File: src/rtl/alu_defs.sv
// Shared ALU definitions: opcodes, FSM states and default width.
// Imported by control decode and by the ALU itself.
package alu_defs;

  localparam int WIDTH_DEF = 16;
  localparam int CNT_W_DEF = 5;

  localparam logic [3:0] OP_NOP  = 4'd0;
  localparam logic [3:0] OP_ADD  = 4'd1;
  localparam logic [3:0] OP_SUB  = 4'd2;
  localparam logic [3:0] OP_INC  = 4'd3;
  localparam logic [3:0] OP_DEC  = 4'd4;
  localparam logic [3:0] OP_SHL  = 4'd5;
  localparam logic [3:0] OP_SHR  = 4'd6;
  localparam logic [3:0] OP_PASS = 4'd7;
  localparam logic [3:0] OP_MUL  = 4'd8;

  typedef enum logic {
    ST_IDLE = 1'b0,
    ST_MUL  = 1'b1
  } alu_state_t;

endpackage

File: src/rtl/alu_mul_seq.sv
// Iterative shift-add multiplier, one partial product per clock.
// Keeps the low WIDTH bits of the product.
module alu_mul_seq
  import alu_defs::*;
#(
  parameter int WIDTH = WIDTH_DEF,
  parameter int CNT_W = CNT_W_DEF
) (
  input  logic             clk_i,
  input  logic             rst_i,
  input  logic             load_i,
  input  logic [WIDTH-1:0] mcand_i,
  input  logic [WIDTH-1:0] mplier_i,
  output logic             busy_o,
  output logic             done_o,
  output logic [WIDTH-1:0] product_o
);

  logic [WIDTH-1:0] mcand_q;
  logic [WIDTH-1:0] mplier_q;
  logic [WIDTH-1:0] acc_q;
  logic [WIDTH-1:0] acc_d;
  logic [CNT_W-1:0] cnt_q;
  logic             busy_q;
  logic             last;

  assign acc_d = mplier_q[0] ? acc_q + mcand_q : acc_q;
  assign last  = busy_q && (cnt_q == CNT_W'(WIDTH - 1));

  always_ff @(posedge clk_i or posedge rst_i) begin
    if (rst_i) begin
      mcand_q  <= '0;
      mplier_q <= '0;
      acc_q    <= '0;
      cnt_q    <= '0;
      busy_q   <= 1'b0;
    end else if (load_i) begin
      mcand_q  <= mcand_i;
      mplier_q <= mplier_i;
      acc_q    <= '0;
      cnt_q    <= '0;
      busy_q   <= 1'b1;
    end else if (busy_q) begin
      acc_q    <= acc_d;
      mcand_q  <= mcand_q << 1;
      mplier_q <= mplier_q >> 1;
      cnt_q    <= cnt_q + CNT_W'(1);
      if (last) busy_q <= 1'b0;
    end
  end

  assign busy_o    = busy_q;
  assign done_o    = last;
  assign product_o = acc_d;

endmodule

File: src/rtl/alu_core.sv
// 16-bit ALU stage: single-cycle ops plus a sequential multiply,
// with registered result, zero/carry flags and a done pulse.
module alu_core
  import alu_defs::*;
#(
  parameter int WIDTH = WIDTH_DEF,
  parameter int CNT_W = CNT_W_DEF
) (
  input  logic             Clock,
  input  logic             Reset,
  input  logic [WIDTH-1:0] A_bus_in,
  input  logic [WIDTH-1:0] B_bus_in,
  input  logic [3:0]       ALU_op,
  input  logic             ALU_start,
  output logic [WIDTH-1:0] ALU_out,
  output logic             Z_flag,
  output logic             C_flag,
  output logic             ALU_busy,
  output logic             ALU_done
);

  alu_state_t       state_q, state_d;
  logic [WIDTH-1:0] out_q, out_d;
  logic             z_q, z_d;
  logic             c_q, c_d;
  logic             done_q, done_d;

  logic             mul_load;
  logic             mul_busy;
  logic             mul_done;
  logic [WIDTH-1:0] mul_prod;

  logic [WIDTH-1:0] res;
  logic             cy;
  logic             wr;
  logic [WIDTH:0]   ext;

  alu_mul_seq #(
    .WIDTH (WIDTH),
    .CNT_W (CNT_W)
  ) u_mul (
    .clk_i     (Clock),
    .rst_i     (Reset),
    .load_i    (mul_load),
    .mcand_i   (A_bus_in),
    .mplier_i  (B_bus_in),
    .busy_o    (mul_busy),
    .done_o    (mul_done),
    .product_o (mul_prod)
  );

  // Single-cycle datapath; wr=0 means hold result and flags
  always_comb begin
    res = out_q;
    cy  = 1'b0;
    wr  = 1'b1;
    ext = '0;
    unique case (ALU_op)
      OP_ADD: begin
        ext = {1'b0, A_bus_in} + {1'b0, B_bus_in};
        res = ext[WIDTH-1:0];
        cy  = ext[WIDTH];
      end
      OP_SUB: begin
        res = A_bus_in - B_bus_in;
        cy  = A_bus_in < B_bus_in;
      end
      OP_INC: begin
        res = A_bus_in + WIDTH'(1);
        cy  = &A_bus_in;
      end
      OP_DEC: begin
        res = A_bus_in - WIDTH'(1);
        cy  = ~|A_bus_in;
      end
      OP_SHL: begin
        res = A_bus_in << 1;
        cy  = A_bus_in[WIDTH-1];
      end
      OP_SHR: begin
        res = A_bus_in >> 1;
        cy  = A_bus_in[0];
      end
      OP_PASS: res = B_bus_in;
      default: wr = 1'b0;
    endcase
  end

  always_comb begin
    state_d  = state_q;
    out_d    = out_q;
    z_d      = z_q;
    c_d      = c_q;
    done_d   = 1'b0;
    mul_load = 1'b0;
    unique case (state_q)
      ST_IDLE: begin
        if (ALU_start) begin
          if (ALU_op == OP_MUL) begin
            mul_load = 1'b1;
            state_d  = ST_MUL;
          end else begin
            done_d = 1'b1;
            if (wr) begin
              out_d = res;
              z_d   = (res == '0);
              c_d   = cy;
            end
          end
        end
      end
      ST_MUL: begin
        if (mul_done) begin
          out_d   = mul_prod;
          z_d     = (mul_prod == '0);
          c_d     = 1'b0;
          done_d  = 1'b1;
          state_d = ST_IDLE;
        end
      end
      default: state_d = ST_IDLE;
    endcase
  end

  always_ff @(posedge Clock or posedge Reset) begin
    if (Reset) begin
      state_q <= ST_IDLE;
      out_q   <= '0;
      z_q     <= 1'b0;
      c_q     <= 1'b0;
      done_q  <= 1'b0;
    end else begin
      state_q <= state_d;
      out_q   <= out_d;
      z_q     <= z_d;
      c_q     <= c_d;
      done_q  <= done_d;
    end
  end

  assign ALU_out  = out_q;
  assign Z_flag   = z_q;
  assign C_flag   = c_q;
  assign ALU_done = done_q;
  assign ALU_busy = (state_q == ST_MUL) && mul_busy;

endmodule

File: config.mk
export PLATFORM = sky130hd
export DESIGN_NAME = alu_core
export DESIGN_NICKNAME = d
export VERILOG_FILES = /design/src/rtl/alu_defs.sv /design/src/rtl/alu_mul_seq.sv /design/src/rtl/alu_core.sv
export SDC_FILE = /design/constraint.sdc
export NUM_CORES = 1
export LEC_CHECK = 0
export ABC_CLOCK_PERIOD_IN_PS = 6500
export BUFFER_PORTS_ARGS = -buffer_cell sky130_fd_sc_hd__buf_2
export CAP_MARGIN = 20
export CORE_UTILIZATION = 50
export CTS_CLUSTER_DIAMETER = 30
export CTS_CLUSTER_SIZE = 16
export DETAILED_ROUTE_END_ITERATION = 16
export PLACE_DENSITY = 0.68
export REMOVE_ABC_BUFFERS = 1
export SYNTH_ARGS = -nofsm -noshare
export SYNTH_HDL_FRONTEND = slang
export SYNTH_SLANG_ARGS = --single-unit
File: constraint.sdc
create_clock -name Clock -period 6.5 [get_ports Clock]
set_input_delay 1.3 -clock Clock [delete_from_list [all_inputs] [get_ports Clock]]
set_output_delay 1.3 -clock Clock [all_outputs]
set_load 0.03 [all_outputs]
# Yosys cells after proc, flatten, opt, wreduce, memory -nomap -nowiden
# Cells that the tools add are included.
[word_totals] reg_bits=74 input_bits=39 word_cells=79
[op_classes] add_sub_neg=6 magnitude_cmp=1 eq_ne=13 mux=38 bitwise_logic=1 n_reduce_logical=10
[ops] cell="$mux 16" count=11
[ops] cell="$pmux 16 s7" count=1
[ops] cell="$logic_not 16->1" count=2
[ops] cell="$pmux 16 s2" count=1
[ops] cell="$mux 1" count=18
[ops] cell="$add 16x16->17" count=1
[ops] cell="$add 16x1->16 const B" count=1
[ops] cell="$add 16x16->16" count=1
[ops] cell="$eq 4x3->1 const B" count=4
[ops] cell="$lt 16x16->1" count=1
[ops] cell="$reduce_and 16->1" count=1
[ops] cell="$reduce_or 16->1" count=1
[ops] cell="$sub 16x1->16 const B" count=1
[ops] cell="$sub 16x16->16" count=1
[ops] cell="$mux 5" count=2
[ops] cell="$eq 4x2->1 const B" count=2
[ops] cell="$pmux 1 s2" count=4
[ops] cell="$reduce_or 7->1" count=1
[ops] cell="$ne 2x2->1 const B" count=3
[ops] cell="$pmux 1 s6" count=1
[ops] cell="$add 5x1->5 const B" count=1
[ops] cell="$eq 5x4->1 const B" count=1
[ops] cell="$eq 4x1->1 const B" count=1
[ops] cell="$eq 4x4->1 const B" count=1
[ops] cell="6 further kinds" count=7

# Longest topological paths before layout
[depth] word_depth=7 ltp_mapped=17 ltp_nobuf=14

# By module
# From an unflattened synthesis, not the netlist that was laid out.
[hier_totals] cells_unflattened=1003 hier_area_um2=7890.1
[modules_own_cells] module="alu_core" instances=1 cells_per_inst=605 area_per_inst_um2=4311.6 seq_area_each_um2=500.5
[modules_own_cells] module="alu_mul_seq" instances=1 cells_per_inst=398 area_per_inst_um2=3578.4 seq_area_each_um2=1351.3

# Least setup slack after synthesis
# Ideal clock, no wire load.
[synth_path] kind="input to register" startpoint="input port ALU_op[1]" endpoint="register z_q (netlist: Z_flag)" setup_time_ns=0.067 t_arrival_ns=4.308 required_time_ns=6.433 setup_slack_ns=2.126 stages=17 path_cell_list="buf_6 > or4b_4 > buf_6 > clkinv_2 > buf_6 > buf_2 > ha_1 > nor4bb_1 > mux2i_1 > a2111oi_1 > o21a_1 > xor2_1 > a21oi_1 > o21ai_2 > a222oi_1 > nand4_1 > nand2_1"
[synth_between] elab_chain_len=7 word_cells_on_any_way=19 classes_between="eq/ne (10); mux (6); reduce/logical (3)"
[synth_lines] element="start, declared" line="alu_core.sv:13" text="input logic [3:0] ALU_op,"
[synth_lines] element="$eq 4x3->1, or another cell as far along" line="alu_core.sv:58" text="unique case (ALU_op)"
[synth_lines] element="$pmux 16 s7" line="alu_core.sv:58"
[synth_lines] element="$logic_not 16->1" line="alu_core.sv:106" text="z_d = (res == '0);"
[synth_lines] element="$mux 1" line="alu_core.sv:104" text="if (wr) begin"
[synth_lines] element="$mux 1" line="alu_core.sv:99" text="if (ALU_op == OP_MUL) begin"
[synth_lines] element="$mux 1" line="alu_core.sv:98" text="if (ALU_start) begin"
[synth_lines] element="$pmux 1 s2" line="alu_core.sv:96" text="unique case (state_q)"
[synth_lines] element="end signal, assigned" line="alu_core.sv:135" text="z_q <= z_d;"
[synth_lines] element="end, declared" line="alu_core.sv:24" text="logic z_q, z_d;"
# Several ways; a longest one is shown, not always the timed one. The select of a mux whose other input is x is not followed.
# A chain may end at the register's enable or synchronous reset.

# Worst setup path in the final report
# Ends and elaborated chain as after synthesis.

==> impl_metrics.csv <==
group,metric,value,unit
status,outcome,"finished, final reports clean",
detailed_routing,viasPerCell,6.28,
clocking,post_cts.repair.setup_buffers,0,
timing,fmaxAchievable,0.215,GHz
synth,synth_seq_area_share,25.1,%
synth,synth-compound-area-share,25.4,%
clocking,cts_buffers,9,
synth,synth_cell_type_count,81,
timing,worst_pin_slew,0.932,ns
detailed_routing,drtPass1Iterations,5,
floorplan,pin_count,59,
hold_path,hold_path_class,"reg -> reg",
power,p_per_area,353,mW/mm2
clocking,root_buffer,"clkbuf_16",
synth,async_reset_ff_share,100,%
power,power_leakage,3.56,nW
clocking,cts_tree,"done",
finish,num-nets-final,1022,
synth,synth_ff_type,"dfrtp_1",
timing,fin_crit,4.64,ns
finish,layout-drive-gt1-share,12.2,%
clocking,cts_hold_buf,0,
synth,synthTopCellsByArea,"dfrtp_1 25%, ha_1 8.8%, mux2i_1 7.3%, a21oi_1 5.8%, nor2_1 5.2%",
global_routing,antenna_found_initial,0,
critical_path,end_kind,"flop",
clocking,clk_pin_slew,0.05,ns
synth,synth_mux_area_share,9.30,%
placed_design,dp_hpwl,15900,um
clocking,cts_resized,0,
timing,fin_crit_sh,71.5,%
critical_path,cp_max_fo,26,
clocking,htree_levels,3,
finish,diodes,0,
synth,synth_area,0.00739,mm2
detailed_routing,drt_wl_total,21700,um
detailed_routing,ant_nets,0,
floorplan,start_util,51.0,%
synth,synth_top_area_cell,"dfrtp_1",
synth,synth_edf_count,0,
timing,slew_viol_final,0,
finish,synthToLayoutAreaGrowth,7.81,%
critical_path,start_kind,"input pin",
synth,synth.avg_cell_area,8.05,um2
detailed_routing,wl_per_cell,19.4,um
finish,final_area,0.00796,mm2
timing,setup_viol,0,
floorplan,fp.dieH,124,um
floorplan,std_cell_rows,44,
placed_design,gp_congestion,0.919,
job,cap_violations,0,
timing,finClkSkew,0.00992,ns
floorplan,dieArea,0.0153,mm2
global_routing,grt_overflow_total,0,
global_routing,grt_pass1_wl,34500,um
clocking,max-clock-path-buffers,2,
critical_path,critPathRequiredTime,6.78,ns
critical_path,worstPathArrival,4.92,ns
finish,n_fill_cell,1376,
synth,synth_xor_area_share,5.22,%
global_routing,grt_pass1_vias,6467,
clocking,cts_sinks,74,
global_routing,grt.total_usage,29.6,%
synth,ys_ff_latch,74,
synth,synth_top_family_by_area,"compound AO/OA/AOI/OAI gates",
global_routing,grt_max_degree,68,
detailed_routing,vias,7018,
synth,synth-adder-area-share,9.76,%
timing,slew_headroom,37.8,%
timing,grt_setup_unrepaired,"no",
detailed_routing,drt_iter0_markers,627,
timing,final_hold_viol_count,0,
synth,syn-instance-count,917,
power,ir_worst_vdd,0.000243,V
synth,synth_top_area_share,25.1,%
placed_design,postPlaceCellArea,0.00769,mm2
synth,yosys.area_share.simple,19.3,%
detailed_routing,drc,0,
floorplan,core_area,0.0145,mm2
timing,fin_tns_setup,0,ns
floorplan,die_w,124,um
placed_design,io_buffers,58,
synth,yosysWarnings,0,
critical_path,critPathKind,"in -> reg",
clocking,clk_latency,0.35,ns
-- report_power, final --
group / internal, W / total, W / switching (W)
clock: 0.000269 / 0.000481 / 0.000211
combinational: 0.000604 / 0.00151 / 0.000903
sequential: 0.000645 / 0.000819 / 0.000174
-- kinds of logic after synthesis --
group / after synthesis
AND/OR/NAND/NOR: 292
buffers and inverters: 106
multiplexers: 67
flip-flops: 74
AO/OA/AOI/OAI: 278
adder cells (fa/ha/maj): 56
XOR/XNOR: 44
-- final timing paths --
path	slack (ns)	to	depth (start not counted)	start
setup / recovery	1.86	Z_flag$_DFFE_PP0P_	14	ALU_op[1]
hold / removal	0.53	u_mul.mplier_q[15]$_DFFE_PP0P_	2	u_mul.mplier_q[15]$_DFFE_PP0P_
setup reg to reg	3.22	Z_flag$_DFFE_PP0P_	12	u_mul.mcand_q[0]$_DFFE_PP0P_
hold reg to reg	0.53	u_mul.mplier_q[15]$_DFFE_PP0P_	2	u_mul.mplier_q[15]$_DFFE_PP0P_
max in group asynchronous	4.49	u_mul.busy_o$_DFF_PP0_	3	Reset
min in group asynchronous	0.96	u_mul.mplier_q[13]$_DFFE_PP0P_	2	Reset
-- Yosys cell counts, types with 7 or more instances --
cell type / n
nor3_1: 22
a21o_1: 10
buf_1: 8
a21oi_1: 85
a221oi_1: 10
o221ai_1: 12
xnor2_1: 26
nor2b_1: 10
clkbuf_1: 47
xor2_1: 18
a221o_1: 7
mux2i_1: 54
nand2b_1: 13
mux2_2: 12
nor2_1: 103
nand2_1: 65
buf_2: 7
inv_1: 39
a31oi_1: 8
and3_1: 7
o31ai_1: 7
nor4_1: 9
nand3_1: 16
dfrtp_1: 74
ha_1: 52
o21a_1: 10
or3_1: 7
o22ai_1: 8
nand4_1: 14
o21ai_0: 43
a211oi_1: 17
a22o_1: 8
-- critical path: stages --
cell,delay (ns)
buf_2,0.44
or4b_4,0.36
clkinv_2,0.30
ha_1,0.46
nor4bb_1,0.41
mux2i_1,0.14
a2111oi_1,0.40
o21a_1,0.20
xor2_1,0.07
a21oi_1,0.18
o21ai_2,0.08
a222oi_1,0.33
nand4_1,0.14
nand2_1,0.09
-- through the flow --
stage	hold WS [ns]	util (%)	cells	worst slack (ns)	power, W
2_1_floorplan	0.469	-	851	2.37	0.00191
3_3_place_gp	0.504	53.1	1101	1.69	0.00230
3_5_place_dp	0.518	53.1	1101	1.58	0.00232
4_1_cts	0.533	55.0	1117	1.94	0.00281
5_1_grt	0.563	55.0	1117	1.57	0.00302
6_report	0.529	55.0	1117	1.86	0.00281
-- cell type report --
type / instances / area [um2] / area share [%]
Tap cell: 184 / 230 / 2.89
Clock buffer: 12 / 246 / 3.10
Multi-Input combinational cell: 737 / 5100 / 64.1
Clock inverter: 4 / 26.3 / 0.330
Timing Repair Buffer: 66 / 350 / 4.40
Sequential cell: 74 / 1850 / 23.3
Inverter: 40 / 153 / 1.92
-- registers in the layout, indices dropped and copies added (netlist names) --
signal and flops:
ALU_done 1, ALU_out 16, C_flag 1, Z_flag 1
state_q 1, u_mul.acc_q 16, u_mul.busy_o 1, u_mul.cnt_q 5
u_mul.mcand_q 16, u_mul.mplier_q 16
-- placed cells by master (no fill, tap or decap), drive strengths merged, types with 14 or more instances in the layout --
cell,netlist,routed
ha,52,52
nand2,66,66
dfrtp,74,74
a211oi,18,18
buf,19,66
xnor2,26,26
xor2,18,18
nor2,103,103
a21oi,85,85
o21ai,48,48
mux2i,54,54
inv,39,39
nand4,14,14
nand3,17,17
nor3,23,23
-- layer usage --
layer / wire (um) / track usage, %
met5: 0 / 0
met4: 534 / 9.04
met3: 1200 / 4.57
met2: 9790 / 46.4
met1: 10100 / 41.8
Note: power is estimated with default switching activity, not from simulation.
